==> src/rtl/if_stage_pkg.sv <==
// ============================================================================
// Module      : if_stage_pkg
// Description : Shared opcodes, NOP word and fetch-stage state encodings.
// Revision    : 1.0 - initial release
// ============================================================================
`default_nettype none

package if_stage_pkg;

    localparam logic [4:0]  c_OP_NOP   = 5'b00000;
    localparam logic [4:0]  c_OP_HALT  = 5'b00001;
    localparam logic [15:0] c_NOP_WORD = {c_OP_NOP, 11'd0};

    typedef enum logic [1:0] {
        IF_IDLE = 2'd0,
        IF_RUN  = 2'd1,
        IF_HALT = 2'd2
    } if_state_t;

    function automatic logic is_halt_op(input logic [4:0] opcode);
        return opcode == c_OP_HALT;
    endfunction

endpackage

`default_nettype wire

==> src/rtl/if_stage.sv <==
// ============================================================================
// Module      : if_stage
// Description : Instruction fetch stage: PC, IF/ID register, start/stall/
//               branch-flush handling and HALT detection.
// Revision    : 1.0 - initial release
// ============================================================================
`default_nettype none

module if_stage
    import if_stage_pkg::*;
#(
    parameter int              PC_W     = 8,
    parameter int              IR_W     = 16,
    parameter logic [PC_W-1:0] RESET_PC = 8'd0
) (
    input  logic            clock,
    input  logic            reset,
    input  logic            enable,
    input  logic            start,
    input  logic            stall,
    input  logic            branch_taken,
    input  logic [PC_W-1:0] branch_addr,
    output logic [PC_W-1:0] addr,
    input  logic [IR_W-1:0] iout,
    output logic [IR_W-1:0] id_ir,
    output logic [PC_W-1:0] id_pc,
    output logic            halted,
    output logic            running
);

    localparam logic [IR_W-1:0] c_NOP = IR_W'(c_NOP_WORD);

    if_state_t       r_state;
    if_state_t       w_state_nxt;
    logic [PC_W-1:0] r_pc;
    logic [PC_W-1:0] w_pc_nxt;
    logic [PC_W-1:0] w_pc_inc;
    logic [IR_W-1:0] r_id_ir;
    logic [IR_W-1:0] w_id_ir_nxt;
    logic [PC_W-1:0] r_id_pc;
    logic [PC_W-1:0] w_id_pc_nxt;
    logic            w_fetch_halt;

    assign w_pc_inc     = r_pc + PC_W'(1);
    assign w_fetch_halt = is_halt_op(iout[IR_W-1 -: 5]);

    always_ff @(posedge clock) begin
        if (reset) begin
            r_state <= IF_IDLE;
            r_pc    <= RESET_PC;
            r_id_ir <= c_NOP;
            r_id_pc <= '0;
        end else if (enable) begin
            r_state <= w_state_nxt;
            r_pc    <= w_pc_nxt;
            r_id_ir <= w_id_ir_nxt;
            r_id_pc <= w_id_pc_nxt;
        end
    end

    always_comb begin
        w_state_nxt = r_state;
        w_pc_nxt    = r_pc;
        w_id_ir_nxt = r_id_ir;
        w_id_pc_nxt = r_id_pc;
        case (r_state)
            IF_IDLE: begin
                w_id_ir_nxt = c_NOP;
                if (start) begin
                    w_state_nxt = IF_RUN;
                    w_pc_nxt    = RESET_PC;
                end
            end
            IF_RUN: begin
                if (branch_taken) begin
                    w_pc_nxt    = branch_addr;
                    w_id_ir_nxt = c_NOP;
                    w_id_pc_nxt = '0;
                end else if (!stall) begin
                    w_id_ir_nxt = iout;
                    w_id_pc_nxt = w_pc_inc;
                    // The HALT word still enters decode; only the PC stops here.
                    if (w_fetch_halt) begin
                        w_state_nxt = IF_HALT;
                    end else begin
                        w_pc_nxt = w_pc_inc;
                    end
                end
            end
            IF_HALT: begin
                w_id_ir_nxt = c_NOP;
                if (branch_taken) begin
                    w_state_nxt = IF_RUN;
                    w_pc_nxt    = branch_addr;
                    w_id_pc_nxt = '0;
                end else if (start) begin
                    w_state_nxt = IF_RUN;
                    w_pc_nxt    = RESET_PC;
                    w_id_pc_nxt = '0;
                end
            end
            default: begin
                w_state_nxt = IF_IDLE;
            end
        endcase
    end

    assign addr    = r_pc;
    assign id_ir   = r_id_ir;
    assign id_pc   = r_id_pc;
    assign halted  = (r_state == IF_HALT);
    assign running = (r_state == IF_RUN);

endmodule

`default_nettype wire
==> config.mk <==
export PLATFORM = sky130hd
export DESIGN_NAME = if_stage
export DESIGN_NICKNAME = d
export VERILOG_FILES = /design/src/rtl/if_stage_pkg.sv /design/src/rtl/if_stage.sv
export SDC_FILE = /design/constraint.sdc
export NUM_CORES = 1
export LEC_CHECK = 0
export CAP_MARGIN = 20
export CORE_MARGIN = 5
export CORE_UTILIZATION = 44
export DETAILED_ROUTE_END_ITERATION = 6
export PLACE_DENSITY_LB_ADDON = 0.12
export SYNTH_ARGS = -nofsm -noshare
export SYNTH_HDL_FRONTEND = slang
export SYNTH_SLANG_ARGS = --single-unit
export TNS_END_PERCENT = 5
==> constraint.sdc <==
create_clock -name clock -period 2.65 [get_ports clock]
set_clock_uncertainty 0.15 [all_clocks]
set_input_delay 0.3975 -clock clock [delete_from_list [all_inputs] [get_ports clock]]
set_output_delay 0.3975 -clock clock [all_outputs]
set_load 0.01 [all_outputs]
==> After elaboration in Yosys (flattened, before gate mapping) <==
Index checks and enable logic that the tools add are counted.
{ "classes": {"n_addsub": 1, "n_eq_ne": 9, "mux": 20, "n_reduce_logical": 9} }
{ "ops": {"columns": ["op", "count"], "rows": [
  ["$mux W8", 9],
  ["$mux W16", 2],
  ["$pmux W16 S2", 1],
  ["$pmux W8 S3", 1],
  ["$pmux W8 S2", 1],
  ["$reduce_and A4 Y1", 3],
  ["$mux W2", 5],
  ["$ne A3 B3 Y1 const B", 3],
  ["$add A8 B1 Y8 const B", 1],
  ["$pmux W2 S3", 1],
  ["$eq A5 B1 Y1 const B", 1],
  ["$ne A2 B2 Y1 const B", 2],
  ["$reduce_bool A2 Y1", 2],
  ["$reduce_and A3 Y1", 1],
  ["$reduce_bool A3 Y1", 1],
  ["$eq A2 B1 Y1 const B", 1],
  ["$eq A2 B2 Y1 const B", 1],
  ["$logic_not A2 Y1", 1],
  ["$ne A2 B1 Y1 const B", 1],
  ["$reduce_or A2 Y1", 1]
]} }
{ "word_totals": {"regBits": 34, "out_inout_bits": 34} }

==> Depth between registers and ports, before layout <==
{ "logic_depth": {"depth_word": 5, "ltp_mapped": 9, "mapped_depth_nobuf": 7} }

==> Worst setup path before layout <==
No wires, ideal clock.
{ "synth_timing": {"kind": "flip-flop to flip-flop", "start": "register r_state[0]", "end": "register r_id_ir[0], in the netlist id_ir[0]", "setup_ns": 0.071, "t_arrival_ns": 1.773, "required_time_ns": 2.429, "path_slack_ns": 0.657, "path_stages_with_launch": 8, "n_path_buf": 2, "cell_sequence": "dfxtp_1 -> inv_1 -> ha_1 -> buf_2 -> o311ai_2 -> clkbuf_1 -> nand2_1 -> a21oi_1"} }
{ "synth_between": {"elab_chain_len": 4, "word_cells_on_any_way": 8} }
{ "synth_lines": {"columns": ["element", "line_no", "rtl"], "rows": [
  ["from (decl)", "if_stage.sv:33", "if_state_t r_state;"],
  ["from (signal assigned)", "if_stage.sv:54", "r_state <= w_state_nxt;"],
  ["$eq A2 B2 Y1 *", null, null],
  ["via halted", "if_stage.sv:27", "output logic halted,"],
  ["$reduce_or A2 Y1 (no source line) *", null, null],
  ["$reduce_bool A2 Y1 (no source line)", null, null],
  ["$reduce_and A3 Y1 (no source line)", null, null],
  ["to (signal assigned)", "if_stage.sv:51", "r_id_ir <= c_NOP;"],
  ["to (signal assigned)", "if_stage.sv:56", "r_id_ir <= w_id_ir_nxt;"],
  ["to (decl)", "if_stage.sv:38", "logic [IR_W-1:0] r_id_ir;"]
]} }
The timed path passes the listed nets; every way through them passes the cells marked *.
A chain may end at the register's enable or synchronous reset.

==> Worst setup path after layout <==
{ "layout_timing": {"start": "register r_state[1]", "end": "output port running"} }
{ "layout_between": {"elab_chain_len": 1} }
{ "layout_lines": {"columns": ["element", "line_no", "rtl"], "rows": [
  ["$eq A2 B1 Y1", "if_stage.sv:112", "assign running = (r_state == IF_RUN);"],
  ["to (decl)", "if_stage.sv:28", "output logic running"]
]} }
No other way between the ends.

==> reports/results.txt <==
largest family of logic cells by synthesized area: simple AND/OR/NAND/NOR gates
Initial Util: 44.7%
# diodes: 0
# hold bufs at CTS: 0
grt ovf: 0
Least-Margin Pin Slew: 0.657 ns
Clock power frac: 36.0%
Post-synth EDFFs: 0
fin crit period: 2.53 ns
worst reg2reg endpoint: addr[2]
Ys Warns: 0
root buffer cell: clkbuf_8
min-delay src: id_ir[2]
fillers: 361
post-route clock period utilization: 95.5%
CTS tree: done
status: finished, final reports clean
largest area contributor in the netlist: dfxtp_1
WL met3: 422 µm
Setup TNS Final: 0 ns
clock transition at the registers of the reported paths: 0.06 ns
Critical Path Max Stage Delay: 0.66 ns
crit path max fanout: 18
Routed Antenna Nets: 0
most frequent cell after synthesis: dfxtp_1
Sw Share: 25.1%
First DRT Iteration DRCs: 113
H-tree level count: 2
Worst VDD drop: 0.000424 V
Die X: 73.1 µm
die area: 5340 µm²
Wirelength per Cell: 14.6 µm
# DRC: 0
Avg Inst Size Synth: 8.41 µm²
CP Class: reg -> out
Layout area overhead: 44.6%
first-pass GRT wire length: 7510 µm
switching power: 0.000271 W
routability cong.: 0.771
mux cell area share after synthesis: 1.22%
crit-path cells: inv_1, ha_1, clkdlybuf4s50_1
Crit path depth: 3
# IOs: 64
fraction of layout cells with a size suffix above 1: 8.06%
Netlist cell types: 46
M1 wire length: 2080 µm
f_max: 0.395 GHz
final instance area: 2530 µm²
Crit path max-delay family: buffers and inverters
CTS sink count: 34
largest net degree at the start of global routing: 39
Int Pwr: 0.000812 W
Final Max Tran Viols: 0
TritonCTS Buffers: 5
fin nets: 307
Buf+Inv Stages, Crit Path: 2
Port Buf Inserts: 63
cells after synthesis: 208
sequential share of power: 48.3%
startpoint types: flop
Setup crit end kind: output pin
Hold Crit Depth: 2
worst-case clock buffer depth: 2
synth top area cells: dfxtp_1, a21oi_1, nand3_1, a22oi_1, nand2_1
vias per inst: 5.39
Async SR Flop Fraction: 0%
cell leakage power: 0.894 nW
Synth top area share: 38.9%
Max-cap violations: 0
final hold viol count: 0
Gates resized, CTS repair: 0
First-pass DRT Iterations: 4
core box area: 3910 µm²
CP required: 2.10 ns
hold endpoint: id_ir[2]
Cell Area, Placed: 2440 µm²
Row Count: 23
Total GRT Usage: 18.0%
antenna violations before repair: 0
DRT Wirelength: 4720 µm
clock latency at the later pin of the worst-skew pair: 0.29 ns
die span in y: 73.1 µm
ys flop type: dfxtp_1
Power Dens Cells: 428 nW/µm²
worst r2r src: r_state[1]
FF-to-FF path depth: 7
unrepaired setup endpoints after global routing: false
CP Data Arrival Time: 1.98 ns
commonest cells in the netlist: dfxtp_1, nand2_1, a21oi_1, nand3_1, nor2_1
CP max-delay cell: clkdlybuf4s50_1
Hold WC Path Type: reg -> reg
adder-cell share of the synthesized area: 3.58%
combinational share of power: 15.7%
Seq/Total Area, Yosys: 38.9%
Mapped Nets: 243
relative slew slack: 56.2%
FF-to-FF setup slack: 0.35 ns
#FFs+latches synth: 34
Final setup viols: 0
routed vias: 1740
vias in the first global route: 1641
simple-gate share of the synthesized area: 24.7%
DP HPWL: 3450 µm
Detail Route met2 WL: 2150 µm
Max Used Layer: met4
Synth Area in Compound Gates: 24.3%
Mapped Area: 1750 µm²
xor and xnor area share after synthesis: 3.00%
postcts setup bufs: 0
cells in the final DEF, fill, tap and decap left out, types with 6 or more instances in the layout:
master           instances
clkdlybuf4s50_1         63
dfxtp_1                 34
nand2_1                 22
a21oi_1                 20
nand3_1                 19
nor2_1                  15
a22oi_1                 12
nand2b_1                 7
buf_4                    7
clkbuf_8                 6
per-stage QoR:
step           instances  power (W)  worst slack (ns)  hold WS [ns]  utilization [%]
6_report             323    0.00108             0.120         0.298             64.6
3_5_place_dp         315   0.000705             0.277         0.294             62.3
2_1_floorplan        208   0.000619             0.657         0.326                -
5_1_grt              323    0.00113            0.0276         0.315             64.6
4_1_cts              323    0.00110             0.116         0.302             64.6
3_3_place_gp         315   0.000704             0.315         0.287             62.3
cell type report:
class                           count  area (µm²)  area share (%)
Clock buffer                        7        86.3            3.41
Clock inverter                      1        5.00           0.198
Inverter                            5        18.8           0.742
Multi-Input combinational cell    156         993            39.3
Sequential cell                    34         681            26.9
Tap cell                           50        62.6            2.47
Timing Repair Buffer               70         683            27.0
tightest hold or removal path, cell delays in order, from the launching register on:
cell	delay, ns
dfxtp_1	0.31
nand2_1	0.05
a21oi_1	0.05
cell families (layout without fill, tap and decap cells):
group	after synthesis	after routing
DFF	34	34
and+or+nand+nor	84	84
buffers and inverters	18	83
adders and majority gates	5	5
xor gates and xnor gates	6	6
AOI/OAI and AO/OA	59	59
muxes	2	2
worst max-delay path by stage:
| stage | from | to | slack [ns] |
|---|---|---|---|
| after floorplan | r_state[0] | id_ir[0] | 0.66 |
| after global placement | iout[14] | r_state[0] | 0.32 |
| after detailed placement | iout[14] | r_state[0] | 0.28 |
| after CTS | r_state[1] | running | 0.12 |
| after global routing | r_state[1] | running | 0.03 |
| final | r_state[1] | running | 0.12 |
state kept, by name, summed over array words and instances, names as in the netlist:
register  flops
id_ir        16
addr          8
id_pc         8
r_state       2
routing by layer:
metal	track usage (%)	vias up
li1	-	883
met1	21.9	798
met2	28.8	52
met3	7.02	7
met4	6.15	0
met5	0	-
power by group through the flow:
stage                     combinational, W  clock [W]  sequential [W]
after global placement            0.000169          0        0.000535
after floorplan                  0.0000825          0        0.000537
after detailed placement          0.000170          0        0.000535
final                             0.000170   0.000390        0.000524
after global routing              0.000183   0.000421        0.000524
after CTS                         0.000171   0.000402        0.000523
Power figures use the tool's default switching activity.
